<file path="src/rtl/ls_ctrl_pkg.sv">
// Shared types and default encodings for the ld/ldi/st control sequencer.
package ls_ctrl_pkg;

  localparam int         OPC_W_DEF       = 5;
  localparam logic [4:0] OPC_LD_DEF      = 5'b00000;
  localparam logic [4:0] OPC_LDI_DEF     = 5'b00001;
  localparam logic [4:0] OPC_ST_DEF      = 5'b00010;
  localparam logic [4:0] ALU_ADD_DEF     = 5'b00000;
  localparam int         MEM_TIMEOUT_DEF = 8;

  typedef enum logic [3:0] {
    S_IDLE,
    S_T0,
    S_T1,
    S_T2,
    S_T3,
    S_T4,
    S_T5,
    S_T6,
    S_T7,
    S_DONE,
    S_ERR
  } state_t;

endpackage

</file>
<file path="src/rtl/ls_ctrl_seq_mem_wait_timer.sv">
// Counts stalled memory-wait cycles and flags the cycle that reaches the limit.
// Only instantiated when LS_CTRL_TIMEOUT_EN is defined.
module mem_wait_timer #(
  parameter int LIMIT = 8
) (
  input  logic clk,
  input  logic rst_n,
  input  logic clear,
  input  logic inc,
  output logic expire
);

  localparam int CW = $clog2(LIMIT + 1);

  logic [CW-1:0] count;

  // The stalled cycle that would bring the count up to LIMIT is the one that expires.
  assign expire = inc && (count == CW'(LIMIT - 1));

  always_ff @(posedge clk or negedge rst_n) begin
    if (!rst_n) begin
      count <= '0;
    end else if (clear || expire) begin
      count <= '0;
    end else if (inc) begin
      count <= count + CW'(1);
    end
  end

endmodule

</file>
<file path="src/rtl/ls_ctrl_seq.sv">
// Moore sequencer driving Datapath strobes for ld/ldi/st: fetch, execute, memory handshakes.
// Define LS_CTRL_TIMEOUT_EN to bound each memory wait at MEM_TIMEOUT stalled cycles.
module ls_ctrl_seq
  import ls_ctrl_pkg::*;
#(
  parameter int               OPC_W   = OPC_W_DEF,
  parameter logic [OPC_W-1:0] OPC_LD  = OPC_W'(OPC_LD_DEF),
  parameter logic [OPC_W-1:0] OPC_LDI = OPC_W'(OPC_LDI_DEF),
  parameter logic [OPC_W-1:0] OPC_ST  = OPC_W'(OPC_ST_DEF),
  parameter logic [4:0]       ALU_ADD = ALU_ADD_DEF
`ifdef LS_CTRL_TIMEOUT_EN
  , parameter int             MEM_TIMEOUT = MEM_TIMEOUT_DEF
`endif
) (
  input  logic             Clock,
  input  logic             Clear,
  input  logic             Start,
  input  logic [OPC_W-1:0] Opcode,
  input  logic             Mem_Ready,
  output logic             IncPC,
  output logic             Read,
  output logic             Write,
  output logic             PC_Out,
  output logic             MDR_Out,
  output logic             ZLO_Out,
  output logic             C_Out,
  output logic             PC_In,
  output logic             MDR_In,
  output logic             MAR_In,
  output logic             IR_In,
  output logic             Y_In,
  output logic             ZLO_In,
  output logic             G_RA,
  output logic             G_RB,
  output logic             BA_Out,
  output logic             R_In,
  output logic             R_Out,
  output logic [4:0]       CONTROL,
  output logic             Busy,
  output logic             Done,
  output logic             Error
);

  state_t           state_q, state_d;
  logic [OPC_W-1:0] opc_q;
  logic             op_ld, op_ldi, op_st, opc_legal;
  logic             timeout_hit;

  assign op_ld     = (opc_q == OPC_LD);
  assign op_ldi    = (opc_q == OPC_LDI);
  assign op_st     = (opc_q == OPC_ST);
  assign opc_legal = (Opcode == OPC_LD) || (Opcode == OPC_LDI) || (Opcode == OPC_ST);

`ifdef LS_CTRL_TIMEOUT_EN
  logic in_wait;

  assign in_wait = (state_q == S_T1) ||
                   ((state_q == S_T6) && op_ld) ||
                   ((state_q == S_T7) && op_st);

  mem_wait_timer #(
    .LIMIT (MEM_TIMEOUT)
  ) u_timer (
    .clk    (Clock),
    .rst_n  (Clear),
    .clear  (!in_wait || Mem_Ready),
    .inc    (in_wait && !Mem_Ready),
    .expire (timeout_hit)
  );
`else
  assign timeout_hit = 1'b0;
`endif

  always_ff @(posedge Clock or negedge Clear) begin
    if (!Clear) begin
      state_q <= S_IDLE;
      opc_q   <= '0;
    end else begin
      state_q <= state_d;
      if (state_q == S_T3) begin
        opc_q <= Opcode;
      end
    end
  end

  // Next state plus strobe decode; strobes depend only on the state register and latched opcode.
  always_comb begin
    state_d = state_q;
    IncPC   = 1'b0;
    Read    = 1'b0;
    Write   = 1'b0;
    PC_Out  = 1'b0;
    MDR_Out = 1'b0;
    ZLO_Out = 1'b0;
    C_Out   = 1'b0;
    PC_In   = 1'b0;
    MDR_In  = 1'b0;
    MAR_In  = 1'b0;
    IR_In   = 1'b0;
    Y_In    = 1'b0;
    ZLO_In  = 1'b0;
    G_RA    = 1'b0;
    G_RB    = 1'b0;
    BA_Out  = 1'b0;
    R_In    = 1'b0;
    R_Out   = 1'b0;
    CONTROL = 5'b0;
    Busy    = (state_q != S_IDLE);
    Done    = 1'b0;
    Error   = 1'b0;
    case (state_q)
      S_IDLE: begin
        if (Start) state_d = S_T0;
      end
      S_T0: begin
        PC_Out  = 1'b1;
        MAR_In  = 1'b1;
        IncPC   = 1'b1;
        state_d = S_T1;
      end
      S_T1: begin
        Read   = 1'b1;
        MDR_In = 1'b1;
        if (Mem_Ready)        state_d = S_T2;
        else if (timeout_hit) state_d = S_ERR;
      end
      S_T2: begin
        MDR_Out = 1'b1;
        IR_In   = 1'b1;
        state_d = S_T3;
      end
      S_T3: begin
        G_RB    = 1'b1;
        BA_Out  = 1'b1;
        Y_In    = 1'b1;
        state_d = opc_legal ? S_T4 : S_ERR;
      end
      S_T4: begin
        C_Out   = 1'b1;
        ZLO_In  = 1'b1;
        CONTROL = ALU_ADD;
        state_d = S_T5;
      end
      S_T5: begin
        ZLO_Out = 1'b1;
        if (op_ldi) begin
          G_RA    = 1'b1;
          R_In    = 1'b1;
          state_d = S_DONE;
        end else begin
          MAR_In  = 1'b1;
          state_d = S_T6;
        end
      end
      S_T6: begin
        MDR_In = 1'b1;
        if (op_st) begin
          G_RA    = 1'b1;
          R_Out   = 1'b1;
          state_d = S_T7;
        end else begin
          Read = 1'b1;
          if (Mem_Ready)        state_d = S_T7;
          else if (timeout_hit) state_d = S_ERR;
        end
      end
      S_T7: begin
        MDR_Out = 1'b1;
        if (op_st) begin
          Write = 1'b1;
          if (Mem_Ready)        state_d = S_DONE;
          else if (timeout_hit) state_d = S_ERR;
        end else begin
          G_RA    = 1'b1;
          R_In    = 1'b1;
          state_d = S_DONE;
        end
      end
      S_DONE: begin
        Done    = 1'b1;
        state_d = S_IDLE;
      end
      S_ERR: begin
        Error   = 1'b1;
        state_d = S_IDLE;
      end
      default: state_d = S_IDLE;
    endcase
  end

endmodule

</file>
<file path="config.mk">
export PLATFORM = sky130hd
export DESIGN_NAME = ls_ctrl_seq
export DESIGN_NICKNAME = d
export VERILOG_FILES = /design/src/rtl/ls_ctrl_pkg.sv /design/src/rtl/ls_ctrl_seq_mem_wait_timer.sv /design/src/rtl/ls_ctrl_seq.sv
export SDC_FILE = /design/constraint.sdc
export NUM_CORES = 1
export LEC_CHECK = 0
export ABC_AREA = 1
export CAP_MARGIN = 15
export CORE_MARGIN = 2
export CORE_UTILIZATION = 43
export CTS_CLUSTER_DIAMETER = 60
export CTS_CLUSTER_SIZE = 14
export DETAILED_ROUTE_END_ITERATION = 12
export PLACE_DENSITY = 0.92
export SLEW_MARGIN = 20
export SYNTH_ARGS = -nofsm -noshare
export SYNTH_HDL_FRONTEND = slang
export SYNTH_HIERARCHICAL = 1
export SYNTH_SLANG_ARGS = --single-unit
</file>
<file path="constraint.sdc">
create_clock -name Clock -period 3.95 [get_ports Clock]
set_input_delay 0.79 -clock Clock [delete_from_list [all_inputs] [get_ports Clock]]
set_output_delay 0.79 -clock Clock [all_outputs]
set_load 0.02 [all_outputs]
</file>
# Yosys cells after proc, flatten, opt, wreduce, memory -nomap -nowiden
# Index checks and enable logic that the tools add are counted.
# op_classes
n_reduce_logical	8
eq_ne	18
muxes	28
# op_table
operator	n
4-bit case mux with 9 select lines	1
4-bit two-way mux	8
4-bit by 3-bit equality test with 1-bit output, second input constant	4
1-bit two-way mux	15
4-bit equality test, second input constant	3
5-bit by 1-bit equality test with 1-bit output, second input constant	2
5-bit by 2-bit equality test with 1-bit output, second input constant	2
4-bit by 2-bit equality test with 1-bit output, second input constant	2
3-bit inequality test, second input constant	2
1-bit case mux with 2 select lines	3
5-bit logical NOT	1
4-bit by 1-bit equality test with 1-bit output, second input constant	1
4-bit logical NOT	1
2-bit inequality test, second input constant	2
4-bit AND reduction	1
4-bit nonzero test	1
2-bit OR reduction	2
1-bit case mux with 3 select lines	1
1-bit logical OR	2
# word_totals
output_inout_bits	26
ff_bits	9
wordCells	56
input_bits	9

# Logic depth before layout (Yosys ltp)
# depth
depth_word	5
mapped_depth	9
ltp_nobuf	9

# Worst setup path after synthesis
# OpenSTA, ideal clock, no wires.
# synth_path
path_kind	register to output
start	reg state_q[0]
end	out G_RA
path_slack_ps	1645
arrival_ps	1515
stages_incl_launch_ff	7
t_required_ps	3160
n_path_buf	0
path_cell_list	dfrtp_1 -> inv_1 -> nand2_1 -> nor2_2 -> nand4_1 -> o21ai_1 -> or2_1
# synth_between
elab_chain_len	2
word_cells_on_any_way	4
cone_classes	eq/ne (3); mux (1)
# synth_rtl
item	line	rtl
start: declaration	ls_ctrl_seq.sv:44	state_t state_q, state_d;
start signal: assignment	ls_ctrl_seq.sv:79	state_q <= state_d;
4-bit equality test / 4-bit by 3-bit equality test with 1-bit output (equally long branches)	ls_ctrl_seq.sv:111	case (state_q)
1-bit case mux with 3 select lines *	ls_ctrl_seq.sv:111	
end: declaration	ls_ctrl_seq.sv:33	output logic G_RA,
# Every way passes the cells marked *; elsewhere a longest branch is shown, timed or not.

# Worst setup path after layout
# layout_path
start	reg state_q[1]
end	out G_RA
# Same word-level chain as after synthesis.

==> flow_summary_export.csv <==
group,metric,value,unit
pwr,combPwrFrac,0.684,
floorplanning,dieWidth,45.2,um
layout,n_antenna_cell,0,
clock_network,clockRootBuffer,"clkbuf_4",
synthesis,syn_inst,116,
layout,areaGrowthSynthToFinish,37.1,%
pwr,p_sw,0.388,mW
floorplanning,pin_count,35,
hold_path,hp-class,"flip-flop to flip-flop",
floorplanning,die_area,2040,um^2
layout,nNetsFinal,153,
sta,finalHoldViolCount,0,
placement,dp_hpwl,1360,um
floorplanning,placeableCoreArea,1540,um^2
pwr,p_leak,0.499,nW
flow_run,maxCapViolCount,0,
setup_path,critical_path.top_delay_family,"buffers and inverters",
clock_network,hold_buffers,0,
routing,ant_nets,0,
layout,mostFrequentLayoutCell,"nand2_1",
routing,drtIter0Drc,6,
global_routing,grt_overflow,0,
status,status,"completed",
setup_path,slowest_delay,0.59,ns
clock_network,cts_tree,"built",
setup_path,endpoint_kind,"output pin",
setup_path,crit_path_frequent_cell,"nor2_2",
routing,drc,0,
sta,fmax,0.354,GHz
global_routing,grt_antenna_before_repair,0,
setup_path,rr_worst_depth,7,
global_routing,grt_use_total,0.173,
synthesis,seq_area_frac_synth,0.309,
sta,maxSlewViolCount,0,
pwr,p_int,0.395,mW
pwr,pwr-share-seq,0.228,
synthesis,synth_top_area_share,0.309,
synthesis,avgSynthCellArea,6.28,um^2
pwr,sw_frac_of_total,0.496,
sta,final.period_utilization,0.715,
synthesis,netlist_area,728,um^2
clock_network,cts.sinks,9,
global_routing,grt_max_degree,12,
synthesis,synth_seq_cells,9,
routing,drt-total-wl,1660,um
setup_path,crit_cells,7,
pwr,ir_drop,463,uV
routing,via_per_inst,4.88,
layout,final_util,0.648,
setup_path,cp.required,3.16,ns
setup_path,startpoint_type,"flip-flop",
hold_path,min_path_cells,2,
setup_path,crit_chain,"nor2_2 -> inv_2 -> nor2_2 -> inv_1 -> o21ai_1 -> or2_1 -> clkdlybuf4s50_1",
clock_network,clkLatencyLatePin,0.26,ns
global_routing,grt_pass1_vias,652,
sta,rsz0062_at_grt,"false",
setup_path,crit_buf_inv,3,
pwr,p_clk_frac,0.088,
setup_path,arrival,2.04,ns
synthesis,synth_cell_types,17,
clock_network,clock_path_buffers,2,
floorplanning,die_h,45.2,um
clock_network,htree_levels,1,
routing,wire_per_inst,10.4,um
routing,drt_first_pass_iters,4,
sta,whs,0.486,ns
global_routing,grt_pass1_wl,2610,um
layout,final_cell_mix,"nand2_1 (30), clkdlybuf4s50_1 (28), nor2_1 (15)",
pwr,finalPower,0.783,mW
synthesis,yosys-top-cells-area,"dfrtp_1 (31%), nand2_1 (15%), buf_4 (10%)",
setup_path,slowest_stage,"clkdlybuf4s50_1",
pwr,power_density,784,nW/um^2
clock_network,postCtsSetupBuffers,0,
sta,setup_viol,0,
placement,numPortBuffers,28,
clock_network,cts_inserted_buffers,3,
layout,drive_gt1_frac,0.112,
floorplanning,start_util,0.472,
setup_path,path_max_fanout,6,
placement,place.gp.congestion,0.863,
sta,fin_crit,2.83,ns
setup_path,path_class,"flip-flop to output pin",
synthesis,synth_area_leader_cell,"dfrtp_1",
sta,skew,0.00452,ns
sta,tns,0,ns
clock_network,ctsResizeCount,0,
floorplanning,rows,14,
synthesis,ys_warn_count,6,
clock_network,cts.clk_slew.worst_paths,0.06,ns
routing,vias,776,
-- cell type report --
type / instances / area [um^2]
Fill cell: 141 / 543
Tap cell: 16 / 20.0
Sequential cell: 9 / 225
Multi-Input combinational cell: 85 / 383
Inverter: 17 / 63.8
Clock buffer: 4 / 26.3
Timing Repair Buffer: 28 / 280
-- worst min-delay path, delay by kind of cell (launching register included) --
family / cells / cell delay (ns)
simple gates: 1 / 0.05
flops: 1 / 0.34
compound gates: 1 / 0.06
-- cells in the mapped netlist --
cell     number
nand2_1      30
nor2_1       15
inv_1        14
nand3_1      13
buf_4        10
dfrtp_1       9
nor2_2        6
a21oi_1       4
o21ai_0       4
inv_2         3
nand2_2       2
conb_1        1
nand3_2       1
nand4_1       1
o21ai_1       1
or2_1         1
or2_4         1
-- logic make-up after synthesis --
family / share of synthesized area
other: 0.00515
AO/OA/AOI/OAI: 0.0619
AND/OR/NAND/NOR: 0.433
flip-flops: 0.309
buffers and inverters: 0.191
-- metrics by stage --
stage	setup slack, ns	area [um^2]	std cells
final	1.12	998	159
after global placement	1.47	972	155
after CTS	1.12	998	159
after detailed placement	1.41	972	155
after global routing	0.965	998	159
after floorplan	1.64	747	121
-- registers in the layout (all words and copies together), names as in the netlist --
register and count:
opc_q 5, state_q 4
-- power groups by stage --
stage          Sequential (mW)  Clock (mW)  Combinational [mW]
3_3_place_gp             0.176           0               0.522
5_1_grt                  0.184      0.0759               0.591
4_1_cts                  0.178      0.0718               0.539
2_1_floorplan            0.172           0               0.367
3_5_place_dp             0.179           0               0.535
6_report                 0.178      0.0691               0.536
-- routing by layer --
metal / share of wire / GRT usage / wire [um]
met1: 0.43 / 0.208 / 708
met2: 0.50 / 0.314 / 830
met3: 0.067 / 0.0240 / 111
met4: 0.0048 / 0.0529 / 8
met5: 0 / 0 / 0
-- path summary, 6_finish.rpt --
check | startpoint | end | slack (ns)
worst max register to register | state_q[1] | state_q[0] | 2.55
min in group asynchronous | Clear | opc_q[3] | 0.83
max in group asynchronous | Clear | state_q[2] | 2.84
worst min register to register | opc_q[4] | opc_q[4] | 0.49
worst max-delay path | state_q[1] | G_RA | 1.12
worst min-delay path | opc_q[4] | opc_q[4] | 0.49
No activity file was read; power rests on OpenSTA's default activity.
